## src/rtl/cpu_pkg.sv

```systemverilog
// Shared types and encodings for the controller FSM and instruction decoder.
package cpu_pkg;

    typedef enum logic [2:0] {
        StWait,
        StDecode,
        StWrImm,
        StGetA,
        StGetB,
        StAlu,
        StWrReg
    } state_e;

    typedef enum logic [1:0] {
        NSEL_RN,
        NSEL_RD,
        NSEL_RM
    } nsel_e;

    localparam logic [2:0] OPC_MOV = 3'b110;
    localparam logic [2:0] OPC_ALU = 3'b101;

    localparam logic [1:0] OP_MOV_IMM = 2'b10;
    localparam logic [1:0] OP_MOV_REG = 2'b00;
    localparam logic [1:0] OP_ADD     = 2'b00;
    localparam logic [1:0] OP_CMP     = 2'b01;
    localparam logic [1:0] OP_AND     = 2'b10;
    localparam logic [1:0] OP_MVN     = 2'b11;

    localparam logic [1:0] VSEL_C     = 2'b00;
    localparam logic [1:0] VSEL_PC    = 2'b01;
    localparam logic [1:0] VSEL_IMM   = 2'b10;
    localparam logic [1:0] VSEL_MDATA = 2'b11;

    function automatic logic is_legal(input logic [2:0] opc, input logic [1:0] op);
        return (opc == OPC_ALU) ||
               (opc == OPC_MOV && (op == OP_MOV_IMM || op == OP_MOV_REG));
    endfunction

endpackage

```

## src/rtl/instr_decoder.sv

```systemverilog
// Combinational field extraction, sign extension and register-index mux for the IR.
module instr_decoder
    import cpu_pkg::*;
#(
    parameter int unsigned WIDTH = 16,
    parameter int unsigned RN_W  = 3
) (
    input  logic [WIDTH-1:0] ir,
    input  nsel_e            nsel,
    output logic [2:0]       opcode,
    output logic [1:0]       op,
    output logic [1:0]       shift,
    output logic [1:0]       alu_op,
    output logic [WIDTH-1:0] sximm8,
    output logic [WIDTH-1:0] sximm5,
    output logic [RN_W-1:0]  rnum,
    output logic             legal
);

    logic [RN_W-1:0] rn, rd, rm;

    assign opcode = ir[15:13];
    assign op     = ir[12:11];
    assign rn     = ir[8 +: RN_W];
    assign rd     = ir[5 +: RN_W];
    assign shift  = ir[4:3];
    assign rm     = ir[0 +: RN_W];
    assign alu_op = ir[12:11];

    assign sximm8 = {{(WIDTH-8){ir[7]}}, ir[7:0]};
    assign sximm5 = {{(WIDTH-5){ir[4]}}, ir[4:0]};

    assign legal = is_legal(opcode, op);

    always_comb begin
        rnum = rn;
        case (nsel)
            NSEL_RN: rnum = rn;
            NSEL_RD: rnum = rd;
            NSEL_RM: rnum = rm;
            default: rnum = rn;
        endcase
    end

endmodule

```

## src/rtl/cpu_controller.sv

```systemverilog
// Instruction register plus multi-cycle Moore sequencer driving the register/ALU datapath.
module cpu_controller
    import cpu_pkg::*;
#(
    parameter int unsigned WIDTH = 16,
    parameter int unsigned RN_W  = 3
) (
    input  logic             clk,
    input  logic             reset_n,
    input  logic [WIDTH-1:0] in,
    input  logic             load,
    input  logic             s,
    output logic             w,
    output logic             illegal,
    output logic             write,
    output logic             loada,
    output logic             loadb,
    output logic             loadc,
    output logic             loads,
    output logic             asel,
    output logic             bsel,
    output logic [1:0]       vsel,
    output logic [RN_W-1:0]  readnum,
    output logic [RN_W-1:0]  writenum,
    output logic [1:0]       shift,
    output logic [1:0]       ALUop,
    output logic [WIDTH-1:0] sximm8,
    output logic [WIDTH-1:0] sximm5
);

    state_e           state_q;
    logic [WIDTH-1:0] ir_q;
    nsel_e            nsel;

    logic [2:0]      opcode;
    logic [1:0]      op, dec_shift, dec_alu_op;
    logic [RN_W-1:0] rnum;
    logic            legal;

    instr_decoder #(
        .WIDTH(WIDTH),
        .RN_W (RN_W)
    ) u_decoder (
        .ir    (ir_q),
        .nsel  (nsel),
        .opcode(opcode),
        .op    (op),
        .shift (dec_shift),
        .alu_op(dec_alu_op),
        .sximm8(sximm8),
        .sximm5(sximm5),
        .rnum  (rnum),
        .legal (legal)
    );

    logic is_mov_imm, is_mov_reg, is_cmp, is_mvn;
    assign is_mov_imm = (opcode == OPC_MOV) && (op == OP_MOV_IMM);
    assign is_mov_reg = (opcode == OPC_MOV) && (op == OP_MOV_REG);
    assign is_cmp     = (opcode == OPC_ALU) && (op == OP_CMP);
    assign is_mvn     = (opcode == OPC_ALU) && (op == OP_MVN);

    // IR and state update on the same edge, so load+s in WAIT decodes the new word.
    always_ff @(posedge clk) begin
        if (!reset_n) begin
            state_q <= StWait;
            ir_q    <= '0;
        end else begin
            if (state_q == StWait && load) ir_q <= in;
            case (state_q)
                StWait:   if (s) state_q <= StDecode;
                StDecode: begin
                    if (!legal)                   state_q <= StWait;
                    else if (is_mov_imm)          state_q <= StWrImm;
                    else if (is_mov_reg || is_mvn) state_q <= StGetB;
                    else                          state_q <= StGetA;
                end
                StWrImm:  state_q <= StWait;
                StGetA:   state_q <= StGetB;
                StGetB:   state_q <= StAlu;
                StAlu:    state_q <= is_cmp ? StWait : StWrReg;
                StWrReg:  state_q <= StWait;
                default:  state_q <= StWait;
            endcase
        end
    end

    always_comb begin
        w       = 1'b0;
        illegal = 1'b0;
        write   = 1'b0;
        loada   = 1'b0;
        loadb   = 1'b0;
        loadc   = 1'b0;
        loads   = 1'b0;
        asel    = 1'b0;
        bsel    = 1'b0;
        vsel    = VSEL_C;
        nsel    = NSEL_RN;
        shift   = 2'b00;
        ALUop   = 2'b00;
        case (state_q)
            StWait:   w = 1'b1;
            StDecode: illegal = !legal;
            StWrImm: begin
                nsel  = NSEL_RN;
                vsel  = VSEL_IMM;
                write = 1'b1;
            end
            StGetA: begin
                nsel  = NSEL_RN;
                loada = 1'b1;
            end
            StGetB: begin
                nsel  = NSEL_RM;
                loadb = 1'b1;
            end
            StAlu: begin
                shift = dec_shift;
                // MOV reg passes B through the adder with A forced to zero.
                ALUop = is_mov_reg ? OP_ADD : dec_alu_op;
                asel  = is_mov_reg;
                loads = is_cmp;
                loadc = !is_cmp;
            end
            StWrReg: begin
                nsel  = NSEL_RD;
                vsel  = VSEL_C;
                write = 1'b1;
            end
            default: ;
        endcase
    end

    assign readnum  = rnum;
    assign writenum = rnum;

endmodule

```

## config.mk

```make
export PLATFORM = sky130hd
export DESIGN_NAME = cpu_controller
export DESIGN_NICKNAME = d
export VERILOG_FILES = /design/src/rtl/cpu_pkg.sv /design/src/rtl/instr_decoder.sv /design/src/rtl/cpu_controller.sv
export SDC_FILE = /design/constraint.sdc
export NUM_CORES = 1
export LEC_CHECK = 0
export CAP_MARGIN = 5
export CORE_AREA = 4 4 67 69
export DETAILED_ROUTE_END_ITERATION = 7
export DIE_AREA = 0 0 71 73
export PLACE_DENSITY_LB_ADDON = 0.12
export SKIP_CTS_REPAIR_TIMING = 1
export SYNTH_ARGS = -nofsm -noshare
export SYNTH_HDL_FRONTEND = slang
export SYNTH_SLANG_ARGS = --single-unit
```

## constraint.sdc

```tcl
create_clock -name clk -period 1.47 [get_ports clk]
set_input_delay 0.147 -clock clk [delete_from_list [all_inputs] [get_ports clk]]
set_output_delay 0.147 -clock clk [all_outputs]
set_load 0.05 [all_outputs]
```

### Yosys cells after proc, flatten, opt, wreduce, memory -nomap -nowiden

Cells that the tools add are included.
Widths: inputs -> output; s select.

| word-level totals | value |
|---|---|
| flip-flop bits (word level) | 19 |
| input bits | 20 |
| output and inout port bits | 53 |
| word-level logic and storage cells | 50 |

| operators by class | value |
|---|---|
| equal/unequal tests | 14 |
| muxes and demuxes | 20 |
| reduce and logical (&&, ||, !) cells | 14 |

Operator list:

| operator | count |
|---|---|
| $eq 3x3->1 const B | 5 |
| $mux 3 | 5 |
| $pmux 3 s5 | 1 |
| $mux 1 | 8 |
| $mux 2 | 4 |
| $eq 2x2->1 const B | 3 |
| $eq 3x2->1 const B | 2 |
| $logic_and 1x1->1 | 6 |
| $pmux 3 s2 | 1 |
| $eq 2x1->1 const B | 2 |
| $pmux 2 s2 | 1 |
| $eq 3x1->1 const B | 1 |
| $logic_not 3->1 | 1 |
| $logic_or 1x1->1 | 3 |
| $logic_not 1->1 | 2 |
| $logic_not 2->1 | 1 |
| $ne 2x2->1 const B | 1 |
| $reduce_or 2->1 | 1 |

### Depth between registers and ports, before layout

Gate-level depths: netlist (run 1).

| logic depth | value |
|---|---|
| depth in word-level cells | 7 |
| gate-level depth with buffers | 8 |
| depth with buffers taken out | 6 |

### Modules after synthesis

A second synthesis (run 1) with hierarchy kept.

| unflattened totals | value |
|---|---|
| cell total of the unflattened synthesis | 175 |
| area, all modules | 1403.8 um^2 |

By module, submodules not included:

| module | times used | cells an instance | area each (um^2) | seq. area each (um^2) |
|---|---|---|---|---|
| cpu_controller | 1 | 118 | 988.4 | 380.4 |
| instr_decoder | 1 | 57 | 415.4 | 0.0 |

### Least setup slack after synthesis (run 1)

OpenSTA, ideal clock, no wires.

| path | value |
|---|---|
| kind | reg-to-output |
| start point | reg state_q[1] |
| end point | out writenum[2] |
| data arrival time | 3317 ps |
| required time | 1323 ps |
| path slack | -1994 ps |
| stages on the path, launching flop included | 8 |
| path buffers | 2 |
| cell sequence | dfxtp_1 > buf_2 > inv_1 > nor2_1 > and2_1 > ha_1 > o21ai_0 > buf_4 |

| on the way | value |
|---|---|
| cells in the longest elaborated chain, start to end | 4 |
| elaborated cells on any way between the ends | 6 |
| those cells by class | eq/ne (4); mux (2) |

RTL lines:

| item | RTL line | source |
|---|---|---|
| start: declaration | cpu_controller.sv:31 | `state_e state_q;` |
| start signal: assignment | cpu_controller.sv:65 | `state_q <= StWait;` |
| start signal: assignment | cpu_controller.sv:70 | `StWait: if (s) state_q <= StDecode;` |
| start signal: assignment | cpu_controller.sv:72 | `if (!legal) state_q <= StWait;` |
| $eq 3x3->1 | cpu_controller.sv:101 | `case (state_q)` |
| $pmux 2 s2 (*) | cpu_controller.sv:101 |  |
| $eq 2x2->1 or $eq 2x1->1 (tied branches) | instr_decoder.sv:37 | `case (nsel)` |
| $pmux 3 s2 (*) | instr_decoder.sv:37 |  |
| end: declaration | cpu_controller.sv:24 | `output logic [RN_W-1:0] writenum,` |

Every way passes the cells marked *; elsewhere a longest branch is shown, timed or not.

### Final worst setup path (run 1)

| path | value |
|---|---|
| start point | reg state_q[1] |
| end point | out writenum[0] |

Same word-level chain as after synthesis.

==> results of run 1 <==
-- worst max-delay path, stage by stage (launching register included) --
cell	delay, ns
dfxtp_4	0.37
inv_4	0.06
nor2_4	0.03
and2_4	0.13
ha_4	0.35
nand2_2	0.09
o21ai_4	0.10
buf_12	0.17
-- per-stage QoR --
stage,cell area (um^2),util,worst slack [ns],total power [mW],hold WS [ns]
floorplan,1460,-,-0.489,1.06,0.282
global placement,2450,0.626,-0.0528,1.35,0.445
detailed placement,2450,0.626,-0.114,1.37,0.447
CTS,2500,0.638,-0.315,1.72,0.443
global route,2640,0.676,-0.307,1.83,0.446
finish,2640,0.676,-0.241,1.75,0.441
-- how the worst max path moves through the flow --
| stage | end | cells after the start |
|---|---|---|
| floorplan | writenum[2] | 8 |
| global placement | ir_q[11] | 5 |
| detailed placement | ir_q[14] | 5 |
| CTS | writenum[1] | 7 |
| global route | writenum[0] | 6 |
| finish | writenum[0] | 7 |
-- cells by family after synthesis --
family / synth area share
simple gates: 0.257
buf+inv: 0.249
compound gates: 0.183
flops: 0.289
fa+ha+maj: 0.0190
other cells: 0.00285
-- power by group --
group | switching, mW | internal [mW] | leakage (nW)
combinational | 0.434 | 0.377 | 0.865
clock | 0.172 | 0.193 | 0.0228
sequential | 0.0335 | 0.544 | 0.158
-- cell usage in the layout (no fill, tap or decap), types with 2 or more instances in the layout --
| master | instances |
|---|---|
| buf_6 | 2 |
| dfxtp_1 | 15 |
| dfxtp_4 | 2 |
| a211oi_1 | 2 |
| dfxtp_2 | 2 |
| ha_4 | 2 |
| buf_4 | 23 |
| nand2_1 | 34 |
| o21ai_4 | 3 |
| nor2_4 | 2 |
| a21boi_0 | 6 |
| nand2_2 | 3 |
| clkbuf_8 | 3 |
| clkdlybuf4s50_1 | 19 |
| a21boi_1 | 10 |
| nor2_2 | 2 |
| buf_12 | 46 |
| and3_4 | 2 |
| and2_4 | 6 |
| conb_1 | 2 |
| a22oi_2 | 3 |
-- state kept, by name, summed over array words and instances, names as in the netlist --
name / flops
ir_q: 16
state_q: 3
-- area by class of cell --
cell class	instances	area [um^2]	share of cell area
clock buffer	4	45.0	0.0170
multi-input combinational	102	811	0.307
timing repair buffer	91	1320	0.500
sequential	19	390	0.148
inverter	2	13.8	0.00521
tap	50	62.6	0.0237
-- routing by layer --
layer / track usage / vias up / part of all wire
li1: - / 624 / -
met1: 0.160 / 593 / 0.39
met2: 0.282 / 55 / 0.52
met3: 0.0482 / 2 / 0.085
met4: 0.0251 / 0 / 0.0049
met5: 0 / - / 0
==> impl_metrics.py, run 1 <==
metrics = {
    "outcome": {
        "status": "complete, but fails checks",
        "violations": "negative setup slack",
    },
    "worst_setup_path": {
        "r2r-start": "state_q[1]",
        "critPathLaunch": "state_q[1]",
        "cp.arrival_ns": 1.56,
        "cp-end-kind": "output port",
        "crit_type": "reg2out",
        "crit_fanout": 6,
        "worstRegToRegCells": 5,
        "start_kind": "register",
        "required_ns": 1.32,
        "rrSetupSlack_ns": -0.07,
        "worst_r2r_endpoint": "ir_q[14]",
    },
    "final_layout": {
        "num_antenna_cells": 0,
        "area_growth_pct": 101,
        "fillerInstances": 301,
        "nets": 241,
        "layout.cells.non_filler": 268,
        "drive_above_1_share": 0.537,
    },
    "drt": {
        "dr.pass1.iters": 4,
        "viasPerCell": 4.75,
        "drcViolationCount": 0,
        "wl_mm": 4.09,
        "drt_iter0_markers": 36,
        "avgRoutedWirePerCell_um": 15.3,
        "vias": 1274,
        "antenna_left": 0,
    },
    "global_route": {
        "grt_max_degree": 17,
        "grt-ovfl-total": 0,
        "grtUsageTotal": 0.148,
        "grt_first_pass_wirelength_mm": 6.08,
        "grt_antenna_before_repair": 0,
        "grt_pass1_vias": 1266,
    },
    "timing": {
        "period_share": 1.16,
        "setup_ws_ns": -0.241,
        "clock_skew_ns": 0.00109,
        "slew_violations": 0,
        "hold_viol_final": 0,
        "period_needed_ns": 1.71,
        "setup-tns-final_ns": -2.67,
        "setup_violations": 30,
        "grt_setup_unrepaired": "true",
        "max_freq_ghz": 0.585,
    },
    "logic_synthesis": {
        "syn_inst": 166,
        "synthTopCellsByCount": "38 x buf_4, 38 x nand2_1, 19 x dfxtp_1, 10 x a21boi_1",
        "netlist_area_um2": 1320,
        "netlist.top_cell.by_area": "dfxtp_1",
        "syn_area_per_cell_um2": 7.93,
        "synth.distinct_cells": 36,
        "synth_edf_count": 0,
        "synth_seq_cells": 19,
        "ys_warn_count": 0,
        "synthArstFlopShare": 0,
        "yosys-top-cells-area": "dfxtp_1 29%, buf_4 22%, nand2_1 11%",
        "ys.flop_type": "dfxtp_1",
        "ys_seq_area_frac": 0.289,
        "synthDominantCellAreaShare": 0.289,
    },
    "clocking": {
        "cts-root-buf": "clkbuf_8",
        "cts_tree": "done",
        "clockBufferDepth": 2,
        "cts.sink_count": 19,
        "cts_buffers": 3,
        "clock_latency_ns": 0.25,
        "clkSlewWorstSetupHoldPaths_ns": 0.07,
        "htree_num_levels": 1,
    },
    "floorplan": {
        "initial_utilization": 0.336,
        "die_x_um": 71,
        "rows": 23,
        "ioPinCount": 73,
        "die_y_um": 73,
        "die_area_um2": 5180,
        "core_um2": 3910,
    },
    "placed_design": {
        "dp.cells": 260,
        "gp_congestion": 0.841,
        "dp_hpwl_mm": 3.17,
        "port_buffers": 70,
    },
    "min_path": {
        "min_to": "ir_q[6]",
        "min_path_type": "in2reg",
        "hold_path.startpoint": "in[6]",
        "hold_path_depth": 3,
    },
    "pwr": {
        "p_leak_nw": 1.05,
        "max-vdd-ir-drop_uv": 647,
        "powerDensity_nw_per_um2": 663,
    },
    "run": {
        "maxCapViolations": 0,
    },
}
Note: power is estimated with default switching activity, not from simulation.
==> run 2: changes to the inputs <==
--- a/config.mk
+++ b/config.mk
@@ -9,6 +9,7 @@
 export CORE_AREA = 4 4 67 69
 export DETAILED_ROUTE_END_ITERATION = 7
 export DIE_AREA = 0 0 71 73
+export GPL_TIMING_DRIVEN = 1
 export PLACE_DENSITY_LB_ADDON = 0.12
 export SKIP_CTS_REPAIR_TIMING = 1
 export SYNTH_ARGS = -nofsm -noshare
==> results of run 2 <==
The final DEF is identical to that of run 1; final timing and power are the same.
